## src/rtl/regfile_multiport.sv

```systemverilog
// Multi-port integer register file: registered reads, optional write bypass,
// hardwired x0 and a same-address write conflict flag.
module regfile_multiport #(
    parameter int XLEN     = 32,
    parameter int NUM_REGS = 32,
    parameter int NUM_RD   = 2,
    parameter int NUM_WR   = 1,
    parameter int BYPASS   = 1,
    parameter int ZERO_REG = 1,
    localparam int AW      = $clog2(NUM_REGS)
) (
    input  logic                   clk,
    input  logic                   reset,
    input  logic [NUM_WR-1:0]      wr_en,
    input  logic [NUM_WR*AW-1:0]   wr_addr,
    input  logic [NUM_WR*XLEN-1:0] wr_data,
    input  logic [NUM_RD-1:0]      rd_en,
    input  logic [NUM_RD*AW-1:0]   rd_addr,
    output logic [NUM_RD*XLEN-1:0] rd_data,
    output logic                   wr_conf
);

    logic [XLEN-1:0] mem [NUM_REGS];

    logic [NUM_WR-1:0] we_eff;
    logic [AW-1:0]     wa [NUM_WR];
    logic [XLEN-1:0]   wd [NUM_WR];
    logic [AW-1:0]     ra [NUM_RD];
    logic [XLEN-1:0]   rd_next [NUM_RD];
    logic [XLEN-1:0]   rd_q [NUM_RD];
    logic              conf_next;

    genvar gp;
    genvar gq;

    for (gp = 0; gp < NUM_WR; gp++) begin : g_wr
        assign wa[gp] = wr_addr[gp*AW +: AW];
        assign wd[gp] = wr_data[gp*XLEN +: XLEN];
        // a write to x0 is dropped entirely when x0 is hardwired
        assign we_eff[gp] = wr_en[gp] &&
                            !((ZERO_REG != 0) && (wa[gp] == '0));
    end

    for (gq = 0; gq < NUM_RD; gq++) begin : g_rd
        assign ra[gq] = rd_addr[gq*AW +: AW];
        assign rd_data[gq*XLEN +: XLEN] = rd_q[gq];
    end

    if (NUM_WR == 2) begin : g_conf
        assign conf_next = we_eff[0] && we_eff[1] && (wa[0] == wa[1]);
    end else begin : g_noconf
        assign conf_next = 1'b0;
    end

    // read value per port: stored contents, overridden by a matching write
    always_comb begin
        for (int q = 0; q < NUM_RD; q++) begin
            rd_next[q] = mem[ra[q]];
            if (BYPASS != 0) begin
                for (int p = 0; p < NUM_WR; p++) begin
                    if (we_eff[p] && (wa[p] == ra[q])) begin
                        rd_next[q] = wd[p];
                    end
                end
            end
            if ((ZERO_REG != 0) && (ra[q] == '0)) begin
                rd_next[q] = '0;
            end
        end
    end

    // register array update; higher port index is applied last and wins
    always_ff @(posedge clk) begin
        if (reset) begin
            for (int i = 0; i < NUM_REGS; i++) begin
                mem[i] <= '0;
            end
        end else begin
            for (int p = 0; p < NUM_WR; p++) begin
                if (we_eff[p]) begin
                    mem[wa[p]] <= wd[p];
                end
            end
        end
    end

    // read data registers hold their value while the port is idle
    always_ff @(posedge clk) begin
        if (reset) begin
            for (int q = 0; q < NUM_RD; q++) begin
                rd_q[q] <= '0;
            end
        end else begin
            for (int q = 0; q < NUM_RD; q++) begin
                if (rd_en[q]) begin
                    rd_q[q] <= rd_next[q];
                end
            end
        end
    end

    // one-cycle flag for two ports writing the same live register
    always_ff @(posedge clk) begin
        if (reset) begin
            wr_conf <= 1'b0;
        end else begin
            wr_conf <= conf_next;
        end
    end

endmodule

```

## config.mk

```make
export PLATFORM = sky130hd
export DESIGN_NAME = regfile_multiport
export DESIGN_NICKNAME = d
export VERILOG_FILES = /design/src/rtl/regfile_multiport.sv
export SDC_FILE = /design/constraint.sdc
export NUM_CORES = 2
export LEC_CHECK = 0
export CORE_ASPECT_RATIO = 0.9
export CORE_MARGIN = 5
export CORE_UTILIZATION = 55
export DETAILED_ROUTE_END_ITERATION = 16
export MAX_ROUTING_LAYER = met4
export PLACE_DENSITY_LB_ADDON = 0.05
export SETUP_SLACK_MARGIN = 0.2
export SYNTH_ARGS = -nofsm -noshare
export SYNTH_HDL_FRONTEND = slang
export SYNTH_SLANG_ARGS = --single-unit
```

## constraint.sdc

```tcl
create_clock -name clk -period 4.6 [get_ports clk]
set_clock_uncertainty 0.05 [all_clocks]
set_input_delay 0.92 -clock clk [delete_from_list [all_inputs] [get_ports clk]]
set_output_delay 0.92 -clock clk [all_outputs]
set_load 0.02 [all_outputs]
```

==> qor.yml <==
pwr:
  vdd_drop_max_uv: 325
  combPwrFrac: 0.122
  power.switching_uw: 6010
  power_density_mw_per_mm2: 375
  p_seq_frac: 0.495
  clkPwrFrac: 0.382
  swShare: 0.252
  internal-power_uw: 17900
  p_leak_uw: 0.0223
global_routing:
  grtUsageTotal: 0.374
  grt_max_degree: 59
  grt-ovfl-total: 0
  antenna_found_initial: 14
  grt_pass1_vias: 37600
  grt_pass1_wl_um: 280000
layout:
  final_layout_size_suffix_gt1_frac: 0.210
  multi_input_area_mm2: 0.0229
  fill_cells: 7632
  syn2layout_area_growth_pct: 12.0
  nets: 3860
  seq_area_mm2: 0.0327
synth:
  yosys_warnings: 0
  synth_edf_count: 1088
  synth_top_cell_by_area: "edfxtp_1"
  yosysMostFrequentCell: "edfxtp_1"
  synth-seq-area-share: 0.574
  synth_top_area_share: 0.574
  yosysUniqueCellTypes: 42
  synth_common_cells: "edfxtp_1, and2_1, mux4_2"
  avgSynthCellArea_um2: 15.0
  async_flop_share: 0
  ys_top_cells_by_area: "edfxtp_1, mux4_2, and2_1"
  postSynthCellCount: 3802
  synth_flop_cell: "edfxtp_1"
  syn_area_mm2: 0.0569
  ys_ff_latch: 1088
critical_path:
  worstPathRequired_ns: 4.92
  reg2reg_to: "rd_q[0][32]"
  r2r_setup_slack_ns: 2.43
  reg2regPathDepth: 4
  critPathKind: "in2reg"
  rr_startpoint: "mem[15][0]"
  worstPathMaxFanout: 17
  crit_arrival_ns: 3.87
  end_kind: "flop"
  worst_setup_path_start_kind: "primary input"
die:
  initial_core_util: 0.552
  rows: 112
  die_x_um: 349
  die_area_mm2: 0.110
  chipHeight_um: 315
  io_pins: 117
  design.core.area_mm2: 0.103
clock_tree:
  htreeDepth: 3
  post_cts_resized: 0
  hold_buffers: 0
  cts_setup_buffers: 0
  cts_made_buffers: 116
  clock-sinks: 1088
  cts.path.max_buffers: 3
  cts_root_buf: "clkbuf_16"
  cts_tree: "built"
  clk_pin_slew_ns: 0.06
  clk_latency_ns: 0.70
drt:
  drcViolationCount: 0
  wl_um: 201000
  antenna_left: 0
  wl_per_cell_um: 38.1
  drtPass1Iterations: 5
  viasPerCell: 7.01
  vias: 37000
  drt_iter0_markers: 5072
min_path:
  min_from: "reset"
  hold_path.class: "in2reg"
  holdPathEnd: "mem[0][30]"
  holdPathStages: 1
run:
  max_cap_viol_count: 0
placed_design:
  place_hpwl_um: 123000
  post-place-ws_ns: 0.452
  place_congestion: 0.938
  io_buffers: 115
sta:
  setup_tns_ns: 0
  hold_violations: 0
  min_period_ns: 3.55
  worst_slew_pin_slew_ns: 1.43
  max_clock_freq_mhz: 282
  post-route-period-util: 0.771
  slew_headroom: 0.0441
  drv_slew: 0
  rsz0062_at_grt: "no"
  fin_ws_ns: 1.05
  setup_viol: 0
  hold-worst-slack_ns: 0.732
status:
  status: "finished clean"
layout by cell type, fill, tap and decap left out, drive strengths merged, types with 5 or more instances in the layout:
master         instances
edfxtp              1088
mux2i                290
nand3b                 5
a221oi                64
buf                  166
conb                  33
and2                 994
bufinv                 9
nand2                 37
a22oi                 96
or2                   33
o21ai                 31
xnor2                  8
o221ai                63
inv                    5
mux4                 384
o21bai                32
mux2                  32
a32o                  32
clkinv                57
diode                  6
nor2                  41
a221o                 64
clkbuf               141
a21oi                 63
clkdlybuf4s50        104
metal layers:
| metal | wire length, µm | track usage |
|---|---|---|
| met5 | 0 | - |
| met4 | 11600 | 0.172 |
| met3 | 25400 | 0.114 |
| met2 | 91600 | 0.559 |
| met1 | 72100 | 0.474 |
final cells by class:
cell class,count,share of cell area
multi-input cells,2328,0.359
clock buffers,140,0.0480
repair buffers,271,0.0441
clock inverters,72,0.00879
inverters,3,0.000177
diodes,6,0.000236
well taps,1368,0.0269
flip-flops and latches,1088,0.513
how the worst max path moves through the flow:
| stage | startpoint | endpoint | slack [ns] | cells past startpoint |
|---|---|---|---|---|
| final | wr_en | mem[14][2] | 1.05 | 7 |
| after global routing | wr_en | mem[3][11] | 1.08 | 6 |
| after CTS | wr_en | mem[3][11] | 1.19 | 6 |
| after detailed placement | wr_en | mem[3][9] | 0.45 | 6 |
| after global placement | wr_en | mem[3][1] | 0.48 | 6 |
| after floorplan | rd_addr[0] | rd_q[0][10] | 1.62 | 6 |
power by group through the flow:
stage                     registers (µW)  clock network (µW)  logic [µW]
after global routing               11900                9610        3010
final                              11800                9140        2920
after floorplan                    12000                   0        1660
after detailed placement           12000                   0        2870
after CTS                          11800                9200        2880
after global placement             12000                   0        2840
stage by stage:
| step | cells | cell area, µm² | utilization | total power, µW |
|---|---|---|---|---|
| 3_3_place_gp | 5058 | 60100 | 0.583 | 14800 |
| 6_report | 5276 | 63700 | 0.618 | 23900 |
| 5_1_grt | 5275 | 63700 | 0.618 | 24500 |
| 4_1_cts | 5270 | 63700 | 0.618 | 23900 |
| 3_5_place_dp | 5058 | 60100 | 0.583 | 14900 |
| 2_1_floorplan | 3834 | 57000 | - | 13600 |
worst max-delay path, stage by stage:
cell and delay [ns]:
clkdlybuf4s50_1 0.65, nor2b_1 0.24, nand3b_1 0.42, buf_4 0.33, nor2_4 0.10, or2_2 0.77, buf_4 0.41
cell families (layout without fill, tap and decap cells):
group | after synthesis | in the layout | synth area share
AND/OR/NAND/NOR | 1128 | 1128 | 0.121
flip-flops | 1088 | 1088 | 0.574
multiplexers | 706 | 706 | 0.209
AO/OA/AOI/OAI | 451 | 451 | 0.0628
buffers and inverters | 418 | 486 | 0.0311
XOR/XNOR | 10 | 10 | 0.00154
other | 1 | 39 | 0.0000659
state kept, by name (all words and copies together) (netlist names):
| register | count |
|---|---|
| mem | 1024 |
| rd_q | 64 |
Note: power is estimated with default switching activity, not from simulation.
